File: config.mk
export PLATFORM = sky130hd
export DESIGN_NAME = blake2_g_seq
export DESIGN_NICKNAME = d
export VERILOG_FILES = /design/src/rtl/blake2_pkg.sv /design/src/rtl/blake2_g_half.sv /design/src/rtl/blake2_g_seq.sv
export SDC_FILE = /design/constraint.sdc
export NUM_CORES = 1
export LEC_CHECK = 0
export CAP_MARGIN = 5
export CELL_PAD_IN_SITES_DETAIL_PLACEMENT = 0
export CELL_PAD_IN_SITES_GLOBAL_PLACEMENT = 2
export CORE_MARGIN = 1.5
export CORE_UTILIZATION = 31
export DETAILED_ROUTE_END_ITERATION = 10
export PLACE_DENSITY = 0.95
export SYNTH_ARGS = -nofsm -noshare
export SYNTH_HDL_FRONTEND = slang
export SYNTH_SLANG_ARGS = --single-unit
File: constraint.sdc
create_clock -name clk -period 12.3 [get_ports clk]
set_input_delay 1.845 -clock clk [delete_from_list [all_inputs] [get_ports clk]]
set_output_delay 1.845 -clock clk [all_outputs]
set_load 0.01 [all_outputs]
File: src/rtl/blake2_pkg.sv
// Shared types and constants for the BLAKE2 G mixing unit.
// FSM encoding, word widths and the two rotation sets (BLAKE2s / BLAKE2b).
package blake2_pkg;

   typedef enum logic [1:0] {
      IDLE = 2'd0,
      H0   = 2'd1,
      H1   = 2'd2,
      DONE = 2'd3
   } g_state_e;

   localparam int B2S_W  = 32;
   localparam int B2B_W  = 64;

   localparam int B2S_R1 = 16;
   localparam int B2S_R2 = 12;
   localparam int B2S_R3 = 8;
   localparam int B2S_R4 = 7;

   localparam int B2B_R1 = 32;
   localparam int B2B_R2 = 24;
   localparam int B2B_R3 = 16;
   localparam int B2B_R4 = 63;

endpackage

File: src/rtl/blake2_g_half.sv
// Combinational half-G: a+=b+m, d=(d^a)>>>r, c+=d, b=(b^c)>>>r.
// sel_i picks rotation pair (RA,RB) when 0 and (RC,RD) when 1; no state, no handshake.
module blake2_g_half #(
   parameter int W  = 32,
   parameter int RA = 16,
   parameter int RB = 12,
   parameter int RC = 8,
   parameter int RD = 7
) (
   input  logic         sel_i,
   input  logic [W-1:0] a_i,
   input  logic [W-1:0] b_i,
   input  logic [W-1:0] c_i,
   input  logic [W-1:0] d_i,
   input  logic [W-1:0] m_i,
   output logic [W-1:0] a_o,
   output logic [W-1:0] b_o,
   output logic [W-1:0] c_o,
   output logic [W-1:0] d_o
);

   logic [W-1:0] a_new;
   logic [W-1:0] d_x;
   logic [W-1:0] d_new;
   logic [W-1:0] c_new;
   logic [W-1:0] b_x;

   // Both constant rotations are pure wiring; only the mux costs logic.
   assign a_new = a_i + b_i + m_i;
   assign d_x   = d_i ^ a_new;
   assign d_new = sel_i ? ((d_x >> RC) | (d_x << (W - RC)))
                        : ((d_x >> RA) | (d_x << (W - RA)));
   assign c_new = c_i + d_new;
   assign b_x   = b_i ^ c_new;

   assign a_o = a_new;
   assign d_o = d_new;
   assign c_o = c_new;
   assign b_o = sel_i ? ((b_x >> RD) | (b_x << (W - RD)))
                      : ((b_x >> RB) | (b_x << (W - RB)));

endmodule

File: src/rtl/blake2_g_seq.sv
// Sequential BLAKE2 G: one half-G datapath reused over two cycles (x then y).
// Latency 3 edges from accept to valid_o; ready_o=0 while busy, result held until ready_i.
// Optional BLAKE2_G_SEQ_CLR_EN: clear a/b/c/d, m and y registers on a retire without accept.
module blake2_g_seq
   import blake2_pkg::*;
#(
   parameter int W  = B2S_W,
   parameter int R1 = B2S_R1,
   parameter int R2 = B2S_R2,
   parameter int R3 = B2S_R3,
   parameter int R4 = B2S_R4
) (
   input  logic         clk,
   input  logic         rst,
   input  logic         valid_i,
   output logic         ready_o,
   input  logic [W-1:0] a_i,
   input  logic [W-1:0] b_i,
   input  logic [W-1:0] c_i,
   input  logic [W-1:0] d_i,
   input  logic [W-1:0] x_i,
   input  logic [W-1:0] y_i,
   output logic         valid_o,
   input  logic         ready_i,
   output logic [W-1:0] a_o,
   output logic [W-1:0] b_o,
   output logic [W-1:0] c_o,
   output logic [W-1:0] d_o
);

   g_state_e     state_q, state_d;
   logic [W-1:0] a_q, a_d, b_q, b_d, c_q, c_d, d_q, d_d;
   logic [W-1:0] m_q, m_d, y_q, y_d;
   logic [W-1:0] a_h, b_h, c_h, d_h;
   logic         accept;
   logic         retire;

   assign ready_o = (state_q == IDLE) | ((state_q == DONE) & ready_i);
   assign valid_o = (state_q == DONE);
   assign accept  = valid_i & ready_o;
   assign retire  = (state_q == DONE) & ready_i;

   assign a_o = a_q;
   assign b_o = b_q;
   assign c_o = c_q;
   assign d_o = d_q;

   blake2_g_half #(
      .W  (W),
      .RA (R1),
      .RB (R2),
      .RC (R3),
      .RD (R4)
   ) u_half (
      .sel_i (state_q == H1),
      .a_i   (a_q),
      .b_i   (b_q),
      .c_i   (c_q),
      .d_i   (d_q),
      .m_i   (m_q),
      .a_o   (a_h),
      .b_o   (b_h),
      .c_o   (c_h),
      .d_o   (d_h)
   );

   always_comb begin
      state_d = state_q;
      a_d     = a_q;
      b_d     = b_q;
      c_d     = c_q;
      d_d     = d_q;
      m_d     = m_q;
      y_d     = y_q;
      case (state_q)
         IDLE, DONE: begin
            if (accept) begin
               a_d     = a_i;
               b_d     = b_i;
               c_d     = c_i;
               d_d     = d_i;
               m_d     = x_i;
               y_d     = y_i;
               state_d = H0;
            end else if (retire) begin
               state_d = IDLE;
`ifdef BLAKE2_G_SEQ_CLR_EN
               a_d = '0;
               b_d = '0;
               c_d = '0;
               d_d = '0;
               m_d = '0;
               y_d = '0;
`endif
            end
         end
         H0: begin
            a_d     = a_h;
            b_d     = b_h;
            c_d     = c_h;
            d_d     = d_h;
            m_d     = y_q;
            state_d = H1;
         end
         H1: begin
            a_d     = a_h;
            b_d     = b_h;
            c_d     = c_h;
            d_d     = d_h;
            state_d = DONE;
         end
         default: state_d = IDLE;
      endcase
   end

   always_ff @(posedge clk) begin
      if (rst) begin
         state_q <= IDLE;
         a_q     <= '0;
         b_q     <= '0;
         c_q     <= '0;
         d_q     <= '0;
         m_q     <= '0;
         y_q     <= '0;
      end else begin
         state_q <= state_d;
         a_q     <= a_d;
         b_q     <= b_d;
         c_q     <= c_d;
         d_q     <= d_d;
         m_q     <= m_d;
         y_q     <= y_d;
      end
   end

endmodule

Word-level counts from Yosys, hierarchy flattened --
Cells that the tools add are included.
Storage, ports and cells: register bits after elaboration 194, input port bits 196, output and inout port bits 130, logic and storage cells 45
Cells by class: $add $sub $neg 3, equality and inequality tests 5, mux-type cells 15, bitwise logic cells 9, reductions and logical operators 6
Operator list (count):
- 32-bit case mux with 2 select lines | 5
- 32-bit 2-to-1 mux | 7
- 32-bit adder | 3
- 32-bit bitwise XOR | 2
- 16-bit by 32-bit OR with 32-bit output | 1
- 20-bit by 32-bit OR with 32-bit output | 1
- 24-bit by 32-bit OR with 32-bit output | 1
- 25-bit by 32-bit OR with 32-bit output | 1
- 2-bit case mux with 3 select lines | 1
- 2-bit == test (second input constant) | 2
- 2-bit 2-to-1 mux | 2
- 2-bit AND reduction | 2
- 2-bit OR reduction | 2
- 3-bit != test (second input constant) | 1
- 1-bit AND | 2
- 2-bit by 1-bit == test with 1-bit output (second input constant) | 1
- 2-bit logical NOT | 1
- 2-bit != test (second input constant) | 1
- 2-bit nonzero test | 1
- 1-bit OR | 1

Logic depth before layout (Yosys ltp) --
word-level depth 10, gate-level depth with buffers 25, gate-level depth less buffers 24

Cells and area by module --
A second synthesis with hierarchy kept.
Second synthesis, totals: cells, all modules 1580, area, all modules 14963.1 um^2
Modules (own cells, without submodules):
- blake2_g_seq | times used 1, cells each 899, area each 9567.9 um^2
- blake2_g_half | times used 1, cells each 681, area each 5395.2 um^2

Worst setup path after synthesis --
No wires, ideal clock.
kind register to register, start reg b_q[1], in the netlist b_o[1], end reg b_q[18], in the netlist b_o[18], library setup time 0.086 ns, arrival time 5.542 ns, setup slack 6.672 ns, stages on the path, launching flop included 25, clock period less this slack 5.628 ns, cell sequence dfxtp_1 fa_1 ha_1 fa_1 a21oi_2 nor2_1 o41a_4 o211ai_4 a21oi_2 a21oi_4 o21ai_0 xor2_1 xnor2_1 a21oi_1 ha_1 a21oi_1 o211ai_1 a41oi_1 o31a_2 o21ai_1 a221oi_1 xor2_1 xnor2_1 mux2i_1 a211oi_1
On the way: cells in the longest elaborated chain, start to end 10, elaborated cells on any way between the ends 12, classes of those cells 3 x add/sub; 3 x mux; 6 x bitwise
Ends and longest elaborated chain:
- start: declaration | RTL line blake2_g_seq.sv:32 | logic [W-1:0] a_q, a_d, b_q, b_d, c_q, c_d, d_q, d_d;
- start signal: assignment | RTL line blake2_g_seq.sv:120 | b_q <= '0;
- start signal: assignment | RTL line blake2_g_seq.sv:128 | b_q <= b_d;
- 32-bit adder (*) (2 in a row) | RTL line blake2_g_half.sv:29 | assign a_new = a_i + b_i + m_i;
- 32-bit bitwise XOR (*) | RTL line blake2_g_half.sv:30 | assign d_x = d_i ^ a_new;
- 16-bit by 32-bit OR with 32-bit output or 24-bit by 32-bit OR with 32-bit output (tied branches) | RTL line blake2_g_half.sv:32, blake2_g_half.sv:31
- 32-bit 2-to-1 mux (*) | RTL line blake2_g_half.sv:31 | assign d_new = sel_i ? ((d_x >> RC) | (d_x << (W - RC)))
- 32-bit adder (*) | RTL line blake2_g_half.sv:33 | assign c_new = c_i + d_new;
- 32-bit bitwise XOR (*) | RTL line blake2_g_half.sv:34 | assign b_x = b_i ^ c_new;
- 20-bit by 32-bit OR with 32-bit output or 25-bit by 32-bit OR with 32-bit output (tied branches) | RTL line blake2_g_half.sv:40, blake2_g_half.sv:39
- 32-bit 2-to-1 mux (*) | RTL line blake2_g_half.sv:39 | assign b_o = sel_i ? ((b_x >> RD) | (b_x << (W - RD)))
- 32-bit case mux with 2 select lines (*) | RTL line blake2_g_seq.sv:75 | case (state_q)
Mark *: on every way between the ends. The rest lies on a longest branch, timed or not. A chain may end at the register's enable or synchronous reset.

Worst setup path after layout --
start reg m_q[1], end reg b_q[29], in the netlist b_o[29]
On the way: cells in the longest elaborated chain, start to end 9, elaborated cells on any way between the ends 11, classes of those cells 2 x add/sub; 3 x mux; 6 x bitwise
Ends and longest elaborated chain:
- start: declaration | RTL line blake2_g_seq.sv:33 | logic [W-1:0] m_q, m_d, y_q, y_d;
- start signal: assignment | RTL line blake2_g_seq.sv:131 | m_q <= m_d;
- 32-bit adder (*) | RTL line blake2_g_half.sv:29
- 32-bit bitwise XOR (*) | RTL line blake2_g_half.sv:30
- 16-bit by 32-bit OR with 32-bit output or 24-bit by 32-bit OR with 32-bit output (tied branches) | RTL line blake2_g_half.sv:32, blake2_g_half.sv:31
- 32-bit 2-to-1 mux (*) | RTL line blake2_g_half.sv:31
- 32-bit adder (*) | RTL line blake2_g_half.sv:33
- 32-bit bitwise XOR (*) | RTL line blake2_g_half.sv:34
- 20-bit by 32-bit OR with 32-bit output or 25-bit by 32-bit OR with 32-bit output (tied branches) | RTL line blake2_g_half.sv:40, blake2_g_half.sv:39
- 32-bit 2-to-1 mux (*) | RTL line blake2_g_half.sv:39
- 32-bit case mux with 2 select lines (*) | RTL line blake2_g_seq.sv:75
Marked as above.

==> metrics list <==
- The path class of the tightest hold or removal check is reg2reg.
- The final layout contains 2,251 nets.
- For this block, the routed nets add up to ~60,000 µm of wire.
* Number of buffers created by CTS: 17
* Required @ worst endpoint: between 10,000 and 15,000 ps
- Count of flip-flops with a built-in enable after synthesis: 0
- Number of sinks handled by clock tree synthesis: 194
* Setup-failing EPs final: 0
- Mapped Nets: approximately 2,000
- Of all nets on the critical path, the largest fanout is 5.
* Clk pin slew, worst setup/hold paths: 90 ps
- The cell sitting at the root of the clock tree is a clkbuf_16.
- Most used DFF post-synth: dfxtp_1
* Area growth from synthesis to layout: 31.6%
- Fraction of final layout cells sized beyond drive strength 1: 0.0407
- At the end of the flow the core is filled with cells to 0.416.
- After the first detailed-routing iteration, the DRC count stood at between 1,000 and 1,500.
* Final HPWL from detailed placement: 46,700 µm
- Residual DRC: 0
- Initial Util: 0.316
- Remaining Overflow, GRT: 0
* Dominant cells by area after synthesis: dfxtp_1, nand2_1, ha_1
- Dividing the final minimum period by the clock period gives 0.549.
- Worst-case setup slack after placement: 5600 ps
- The final count of pins violating max slew was 0.
- Worst-case clock skew: between 15 and 20 ps
* Initial antenna violation count: 0
- Syn Std Cell Area: 13,400 µm²
- The first global-routing pass estimated approximately 87,000 µm of wire.
- Unrepaired setup endpoints after global routing: no
- Fraction of synthesized cell area taken by the top area cell type: 0.290
* Worst setup path class: reg2reg
- The run finished with clean final reports.
- The die is ~210 µm wide.
- Number of levels in the clock H-tree: 4
* Number of filler instances in the final layout: between 4,000 and 5,000
* Sequential standard cell area: about 3900 µm²
- Across all layers, the routed design uses about 14,000 vias.
- Routability-driven placement finished with a final weighted congestion of roughly 1.0.
* Setup tns final: 0 ps
* Fraction of synthesis flops using an asynchronous set or reset pin: 0
* Total core area: approximately 42,000 µm²
- Fin worst setup slack: about 5600 ps
- Worst EP arrival: 7130 ps
- Number of register bits inferred by synthesis: ~190
- Once the clock tree was built, the resizer swapped 0 gates to a different size.
* Post-synthesis cell type count: just under 80
- IO Count: between 300 and 400
- For the worst-skew pair, the clock arrives at the later sink with an insertion delay of 470 ps.
- Sequential fraction of the synthesis area: 0.290
* Via count of the first global-routing pass: ~13,000
- The number of antenna diodes in the final layout is 0.
- The first TritonRoute pass finished after 5 iterations.
- Tightest Pin Transition: between 1000 and 1500 ps
- Number of port buffers: approximately 330
- Setup bufs post-CTS: 0
- Row generation in the floorplan step produced 75 rows.
* Routed via count divided by cell count: about 5.4
* Full die area: roughly 44,000 µm²
- For this run, the number of Yosys warnings is 0.
- Startpoint type of the worst setup path: register
- Worst relative slew slack: 0.233
- Fmax: 0.148 GHz
- TritonCTS built the clock tree.
* Hold violation count in the final report: 0
* Post-Syn Area per Cell: 7.82 µm²
- In this run the deepest clock path goes through 2 buffers.
* Max-Cap Viols: 0
- The worst setup path is captured at a register.
- The cell count after synthesis came out at roughly 1,700.
* Final ANT Viol Nets: 0
- Most used standard cells in the synthesized netlist: nand2_1, dfxtp_1, nor2_1
- Summing all multi-input logic gate instances after layout gives approximately 9000 µm².
- Height of the die: 211 µm
- Total GRT Usage: 0.265
- Dominant cell by count in the synthesized netlist: nand2_1
- Final routed wire length divided by cell count: 23.5 µm
- Entering global routing, the biggest net connects 80 pins.
- Hold buffer count at CTS: 0
* Final-layout worst hold slack: between 400 and 500 ps
- dfxtp_1 takes more of the synthesized area than any other cell.
- Final period demand of the worst path: around 6700 ps
layout by cell type (no fill, tap or decap), drive strengths merged, types with 7 or more instances in the layout:
cell and count:
clkdlybuf4s50 324, a311oi 33, clkbuf 17, mux2i 49, nand4 8, inv 22, and3 40, a211oi 76
a21o 24, fa 33, dfxtp 194, nand2 374, xnor2 72, nor2 164, ha 68, a2111oi 7
nand3 16, nand2b 7, xor2 49, o21ai 58, a31oi 19, buf 12, and2 10, a21oi 154
o21a 23, nor3 15
path summary, 6_finish.rpt:
kind                               from  endpoint  slack, ps  cells past startpoint
worst max-delay path             m_q[1]   b_o[29]       5550                     22
worst min-delay path            y_q[13]   y_q[13]        460                      2
worst max register to register   m_q[1]   b_o[29]       5550                     22
worst min register to register  y_q[13]   y_q[13]        460                      2
registers in the layout, summed over array words and instances, names as in the netlist:
signal and flops:
b_o 32, a_o 32, m_q 32, state_q 2, y_q 32, d_o 32
c_o 32
metrics by stage:
step           instance area, µm²  std cells
2_1_floorplan               13400       1712
3_3_place_gp                17100       2512
3_5_place_dp                17100       2512
4_1_cts                     17600       2543
5_1_grt                     17600       2543
6_report                    17600       2543
cells by family after synthesis:
family / Yosys count / share of synthesized area
and+or+nand+nor: 655 / 0.204
AOI/OAI and AO/OA: 457 / 0.231
DFF: 194 / 0.290
buffers and inverters: 129 / 0.0367
xor gates and xnor gates: 124 / 0.0858
adders and majority gates: 101 / 0.113
muxes: 52 / 0.0391
routing by layer:
layer / track usage / up-vias / part of all wire / wire, µm
li1: - / 6479 / - / -
met1: 0.357 / 6530 / 0.45 / 26900
met2: 0.412 / 531 / 0.44 / 26500
met3: 0.0650 / 81 / 0.074 / 4440
met4: 0.0929 / 0 / 0.032 / 1920
met5: 0 / - / 0 / 0
final cells by class:
| class | count | share of cell area |
|---|---|---|
| multi-input cells | 1389 | 0.514 |
| inverters | 16 | 0.00348 |
| repair buffers | 336 | 0.189 |
| clock buffers | 17 | 0.0241 |
| well taps | 577 | 0.0410 |
| clock inverters | 14 | 0.00823 |
| flip-flops and latches | 194 | 0.220 |
critical path, stage by stage, from the launching register on:
cell and delay, ps:
dfxtp_1 410, fa_1 450, ha_1 240, fa_1 490, a21oi_2 190, nor2_1 90, o41a_4 470, nor2_1 130
xor2_1 330, xnor2_1 220, o21ai_0 710, inv_1 140, ha_1 300, a21o_1 180, a21oi_1 280, o21a_1 290
or2_2 170, nand2_1 90, a21boi_0 230, xor2_1 380, xnor2_1 320, o21ai_0 270, a211oi_1 270
Power is not shown: default switching activity piles up to over one toggle a cycle in this logic, so the estimate is an artifact.
